## src/rtl/timer_pkg.sv

```systemverilog
// Shared definitions for the timer counter block.
// Contents: count-direction encodings and the default counter and prescaler-select widths.
package timer_pkg;

    localparam logic CNT_UP   = 1'b0;
    localparam logic CNT_DOWN = 1'b1;

    localparam int unsigned DEF_WIDTH = 8;
    localparam int unsigned DEF_DIV_W = 3;

endpackage

```

## src/rtl/timer_cnt_flags_if.sv

```systemverilog
// Control/status bundle between the APB-side timer registers and timer_cnt_flags.
// master: drives enable, up_down, load, load_value, div_sel, clears and interrupt enables;
//         observes counter, overflow_flag, underflow_flag, irq.
// slave:  the reverse (the counter block itself).
interface timer_cnt_flags_if #(
    parameter int unsigned WIDTH = 8,
    parameter int unsigned DIV_W = 3
);
    logic             enable;
    logic             up_down;
    logic             load;
    logic [WIDTH-1:0] load_value;
    logic [DIV_W-1:0] div_sel;
    logic             clear_ovf;
    logic             clear_udf;
    logic             ovf_ie;
    logic             udf_ie;
    logic [WIDTH-1:0] counter;
    logic             overflow_flag;
    logic             underflow_flag;
    logic             irq;

    modport master (
        output enable, up_down, load, load_value, div_sel,
        output clear_ovf, clear_udf, ovf_ie, udf_ie,
        input  counter, overflow_flag, underflow_flag, irq
    );

    modport slave (
        input  enable, up_down, load, load_value, div_sel,
        input  clear_ovf, clear_udf, ovf_ie, udf_ie,
        output counter, overflow_flag, underflow_flag, irq
    );
endinterface

```

## src/rtl/timer_prescaler.sv

```systemverilog
// Free-running prescaler producing a one-cycle count tick every 2^div_sel enabled cycles.
// Ports: pclk, preset_n (async, active-high reset), enable, load, div_sel in; tick out.
// The prescaler restarts from zero whenever the timer is disabled or loaded.
module timer_prescaler
    import timer_pkg::*;
#(
    parameter int unsigned DIV_W = DEF_DIV_W
) (
    input  logic             pclk,
    input  logic             preset_n,
    input  logic             enable,
    input  logic             load,
    input  logic [DIV_W-1:0] div_sel,
    output logic             tick
);
    localparam int unsigned PW = (1 << DIV_W) - 1;

    logic          run;
    logic [PW-1:0] presc_q, presc_d;
    logic [PW-1:0] mask;

    always_comb begin
        run     = enable & ~load;
        presc_d = run ? presc_q + PW'(1) : '0;
        // Low div_sel bits set; an empty mask (div_sel=0) makes every running cycle a tick.
        mask    = ~({PW{1'b1}} << div_sel);
        tick    = run & ((presc_q & mask) == mask);
    end

    always_ff @(posedge pclk or posedge preset_n) begin
        if (preset_n) begin
            presc_q <= '0;
        end else begin
            presc_q <= presc_d;
        end
    end

endmodule

```

## src/rtl/timer_cnt_flags.sv

```systemverilog
// Up/down timer counter with prescaler, sticky overflow/underflow flags and masked irq.
// Ports: pclk, preset_n (async, active-high reset), bus (timer_cnt_flags_if.slave) carrying
//        controls in and counter/flags/irq out.
module timer_cnt_flags
    import timer_pkg::*;
#(
    parameter int unsigned WIDTH = DEF_WIDTH,
    parameter int unsigned DIV_W = DEF_DIV_W
) (
    input logic              pclk,
    input logic              preset_n,
    timer_cnt_flags_if.slave bus
);
    logic             tick;
    logic             ovf_evt, udf_evt;
    logic [WIDTH-1:0] counter_q, counter_d;
    logic             ovf_q, ovf_d;
    logic             udf_q, udf_d;

    timer_prescaler #(
        .DIV_W (DIV_W)
    ) u_prescaler (
        .pclk     (pclk),
        .preset_n (preset_n),
        .enable   (bus.enable),
        .load     (bus.load),
        .div_sel  (bus.div_sel),
        .tick     (tick)
    );

    always_comb begin
        ovf_evt = tick & ~bus.load & (bus.up_down == CNT_UP) & (counter_q == {WIDTH{1'b1}});
        udf_evt = tick & ~bus.load & (bus.up_down == CNT_DOWN) & (counter_q == '0);

        counter_d = counter_q;
        if (bus.load) begin
            counter_d = bus.load_value;
        end else if (tick) begin
            counter_d = (bus.up_down == CNT_UP) ? counter_q + WIDTH'(1)
                                                : counter_q - WIDTH'(1);
        end

        // A new event outranks a clear in the same cycle so no wrap goes unreported.
        ovf_d = ovf_evt | (ovf_q & ~bus.clear_ovf);
        udf_d = udf_evt | (udf_q & ~bus.clear_udf);
    end

    always_ff @(posedge pclk or posedge preset_n) begin
        if (preset_n) begin
            counter_q <= '0;
            ovf_q     <= 1'b0;
            udf_q     <= 1'b0;
        end else begin
            counter_q <= counter_d;
            ovf_q     <= ovf_d;
            udf_q     <= udf_d;
        end
    end

    assign bus.counter        = counter_q;
    assign bus.overflow_flag  = ovf_q;
    assign bus.underflow_flag = udf_q;
    assign bus.irq            = (ovf_q & bus.ovf_ie) | (udf_q & bus.udf_ie);

endmodule

```

## src/flat_wrapper.sv

```systemverilog
// flat-port wrapper written by rule: the top's interface ports become plain ports
module timer_cnt_flags_flat import timer_pkg::*;
#(
    parameter int unsigned WIDTH = DEF_WIDTH,
    parameter int unsigned DIV_W = DEF_DIV_W
)
  (pclk, preset_n, bus_enable, bus_up_down, bus_load, bus_load_value, bus_div_sel, bus_clear_ovf, bus_clear_udf, bus_ovf_ie, bus_udf_ie, bus_counter, bus_overflow_flag, bus_underflow_flag, bus_irq);
  timer_cnt_flags_if #(.WIDTH(WIDTH), .DIV_W(DIV_W)) bus_i ();
  input logic pclk;
  input logic preset_n;
  input wire logic [$bits(bus_i.enable)-1:0] bus_enable;
  input wire logic [$bits(bus_i.up_down)-1:0] bus_up_down;
  input wire logic [$bits(bus_i.load)-1:0] bus_load;
  input wire logic [$bits(bus_i.load_value)-1:0] bus_load_value;
  input wire logic [$bits(bus_i.div_sel)-1:0] bus_div_sel;
  input wire logic [$bits(bus_i.clear_ovf)-1:0] bus_clear_ovf;
  input wire logic [$bits(bus_i.clear_udf)-1:0] bus_clear_udf;
  input wire logic [$bits(bus_i.ovf_ie)-1:0] bus_ovf_ie;
  input wire logic [$bits(bus_i.udf_ie)-1:0] bus_udf_ie;
  output wire logic [$bits(bus_i.counter)-1:0] bus_counter;
  output wire logic [$bits(bus_i.overflow_flag)-1:0] bus_overflow_flag;
  output wire logic [$bits(bus_i.underflow_flag)-1:0] bus_underflow_flag;
  output wire logic [$bits(bus_i.irq)-1:0] bus_irq;
  assign bus_i.enable = bus_enable;
  assign bus_i.up_down = bus_up_down;
  assign bus_i.load = bus_load;
  assign bus_i.load_value = bus_load_value;
  assign bus_i.div_sel = bus_div_sel;
  assign bus_i.clear_ovf = bus_clear_ovf;
  assign bus_i.clear_udf = bus_clear_udf;
  assign bus_i.ovf_ie = bus_ovf_ie;
  assign bus_i.udf_ie = bus_udf_ie;
  assign bus_counter = bus_i.counter;
  assign bus_overflow_flag = bus_i.overflow_flag;
  assign bus_underflow_flag = bus_i.underflow_flag;
  assign bus_irq = bus_i.irq;
  timer_cnt_flags #(.WIDTH(WIDTH), .DIV_W(DIV_W)) u_core (.pclk(pclk), .preset_n(preset_n), .bus(bus_i));
endmodule
```

## config.mk

```make
export PLATFORM = sky130hd
export DESIGN_NAME = timer_cnt_flags_flat
export DESIGN_NICKNAME = d
export VERILOG_FILES = /design/src/rtl/timer_pkg.sv /design/src/rtl/timer_cnt_flags_if.sv /design/src/rtl/timer_prescaler.sv /design/src/rtl/timer_cnt_flags.sv /design/src/flat_wrapper.sv
export SDC_FILE = /design/constraint.sdc
export NUM_CORES = 1
export LEC_CHECK = 0
export CAP_MARGIN = 5
export CORE_UTILIZATION = 48
export DETAILED_ROUTE_END_ITERATION = 8
export GPL_TIMING_DRIVEN = 1
export PLACE_DENSITY = 0.79
export SYNTH_ARGS = -nofsm -noshare
export SYNTH_HDL_FRONTEND = slang
export SYNTH_HIERARCHICAL = 1
export SYNTH_SLANG_ARGS = --single-unit
```

## constraint.sdc

```tcl
create_clock -name pclk -period 2.4 [get_ports pclk]
set_input_delay 0.36 -clock pclk [delete_from_list [all_inputs] [get_ports pclk]]
set_output_delay 0.36 -clock pclk [all_outputs]
set_load 0.05 [all_outputs]
```

==> summary.txt <==
Synth
  – Synth Flop Type: dfrtp_1
  – Post-synth EDFFs: 0
  – Sequential share of the synthesized area: between 30% and 40%
  – Mapped Nets: between 150 and 200
  – Netlist cell types: 41
  – Synth Warn #: 6
  – Avg Inst Size Synth: 8.63 um^2
  – Register bit total from synthesis: 17
  – Area contributors post-synth: dfrtp_1, ha_1, o21ai_0
  – Post-Syn Area: 1210 um^2
  – Synth async-reset ratio: between 90% and 100%
  – Cell with the most instances after synthesis: dfrtp_1
  – Top cell type's share of synthesized area: 35.2%
  – Synth top cells by count: dfrtp_1, nand2_1, o21ai_0
  – Cell count after synthesis: 140
  – Area leader, netlist: dfrtp_1

CTS
  – CTS H-Tree Depth: 1
  – Clock Latency Late Sink: 0.29 ns
  – Post-CTS setup buffers: 0
  – Num CTS Buffers: 3
  – Root Driver: clkbuf_4
  – Clock Tree Buf Depth: 2
  – Reg clk slew, reported paths: around 0.1 ns
  – CTS tree: built
  – Num Clock Sinks: 17

STA
  – Final period util: a little over nine tenths
  – Post-route minimum period: 2.31 ns
  – Slew @ Worst Pin: 0.500 ns
  – Max-slew violations: 0
  – Rel. slew slack: 66.6%
  – Setup-failing EPs final: 0
  – Setup Skew: 0.00116 ns
  – Fmax achieved: around 430 MHz
  – Final hold violations: 0

Worst setup path
  – RR Startpoint: u_core/u_prescaler/presc_q[2]
  – Worst path required time: 2.59 ns
  – Slowest library cell on the worst path: clkdlybuf4s50_1
  – Crit Path Category: in -> reg
  – Worst Setup SP: bus_div_sel[2]
  – CP Buf/Inv Count: 3
  – Critical Path AT: 2.50 ns
  – Critical-path cell list: clkdlybuf4s50_1 > o21ai_0 > nand3_1 > a21oi_1 > buf_4 > inv_6 > or3_1 > or3_1 > a21oi_1 > and3b_1
  – Kind of cell adding the most delay to the critical path: simple AND/OR/NAND/NOR gates
  – Crit path largest cell delay: 0.49 ns
  – Top fanout value on the critical path: 4
  – Critical Path Start Type: input pin
  – Crit end category: flop

Floorplanning
  – Initial core utilization: 52.6%
  – Die area: 2720 um^2
  – Ports: 31
  – Chip Width: 52.2 um
  – Placeable Area: roughly 2300 um^2
  – Placement row count: 17
  – Die Y: between 50 and 60 um

Route
  – Antenna viol nets, final: 0
  – Vias: about 1.2k
  – DRT iter0 DRCs: 45
  – Pre-antenna DRT Iters: 4
  – Final wirelength: 3.24 mm
  – Via density: 5.73
  – DR WL/cell: 15.4 um
  – DRC viols: 0

Global routing
  – Initial antenna violation count: 0
  – Largest net degree at the start of global routing: 20
  – GRT Resource Usage Total: 25.6%
  – Gr ovfl total: 0
  – First-pass GRT wire length: 5.08 mm
  – Number of global-route vias before repair: between 1k and 1.5k

Job
  – Max-cap check violation count: 0

Power
  – Total power: 754 uW
  – Peak VDD IR: just over 0.4 mV
  – Pwr/cell area: around 460 nW/um^2
  – Lkg Pwr: between 0.0007 and 0.0008 uW

Place
  – DP HPWL: between 2 and 3 mm
  – DP Cell Count: around 210
  – PortBufs: 30
  – Routability cong.: 0.916

Status
  – Status: finished, final reports clean

Layout
  – Final Util: roughly 72%
  – Area of the multi-input gates: 722 um^2
  – Area grow syn2layout: 36.4%
  – Final net count: 212
  – Non-filler instance count after layout: 211
  – Register Area: 425 um^2
  – Layout cells sized above 1: 13.1%
  – ANT cells: 0
  – Fillers: around 190

Min path
  – Worst Hold Class: in -> async
==> layer usage <==
| layer | share of wire (%) | track usage [%] | up-vias |
|---|---|---|---|
| met5 | 0 | 0 | - |
| met4 | 1.3 | 10.5 | 0 |
| met3 | 4.8 | 2.61 | 4 |
| met2 | 52 | 45.7 | 39 |
| met1 | 42 | 31.3 | 579 |
| li1 | - | - | 587 |
==> cell usage in the layout, fill, tap and decap left out, types with 4 or more instances in the layout <==
cell and count:
a21oi_1 10, nand2_1 12, nand3_1 8, nor2_1 11
ha_1 7, buf_4 14, nor3_1 4, o21ai_0 12
clkdlybuf4s50_1 28, inv_1 9, dfrtp_1 17
==> state kept, by name (all words and copies together), names as in the netlist <==
register                    flops
u_core/u_prescaler/presc_q      7
u_core/bus.counter              8
u_core/bus.overflow_flag        1
u_core/bus.underflow_flag       1
==> what timing repair did <==
| action | CTS | global route |
|---|---|---|
| hold buffers | 0 | 0 |
| resized for setup | 0 | 2 |
| endpoints found under the setup margin | 0 | 1 |
==> power by group <==
part,internal (uW),leakage [uW],switching (uW)
logic,126,0.000477,143
clock network,64.7,0.0000150,96.3
registers,301,0.000219,22.8
total,491,0.000712,262
==> cell families (layout without fill, tap and decap cells) <==
family / count (synthesis) / after routing / share of synthesized area, %
AOI/OAI and AO/OA: 37 / 37 / 18.9
xor gates and xnor gates: 5 / 5 / 3.62
adders and majority gates: 8 / 8 / 8.90
buffers and inverters: 14 / 57 / 5.38
DFF: 17 / 17 / 35.2
muxes: 4 / 4 / 3.52
and+or+nand+nor: 55 / 55 / 24.4
==> path summary, 6_finish.rpt <==
kind | endpoint | depth (start not counted) | slack [ns]
hold reg to reg | u_core/u_prescaler/presc_q[0] | 1 | 0.55
setup / recovery | u_core/bus.counter[7] | 10 | 0.09
max in group asynchronous | u_core/bus.counter[7] | 2 | 1.74
hold / removal | u_core/u_prescaler/presc_q[0] | 2 | 0.32
setup reg to reg | u_core/bus.counter[7] | 9 | 0.19
min in group pclk | u_core/u_prescaler/presc_q[0] | 1 | 0.55
==> layout make-up <==
type	count	share of cell area, %
tap	28	2.12
timing repair buffer	43	24.1
sequential	17	25.8
clock buffer	4	1.59
multi-input combinational	109	43.8
inverter	10	2.58
==> metrics by stage <==
| step | setup slack (ns) | TNS, ns | hold slack [ns] | instance area (um^2) |
|---|---|---|---|---|
| finish | 0.0944 | 0 | 0.320 | 1650 |
| global route | -0.0176 | -0.0176 | 0.329 | 1650 |
| CTS | 0.123 | 0 | 0.315 | 1640 |
| detailed placement | -0.192 | -0.590 | 0.515 | 1620 |
| global placement | -0.142 | -0.370 | 0.502 | 1620 |
| floorplan | 0.161 | 0 | 0.163 | 1210 |
Note: power is estimated with default switching activity, not from simulation.
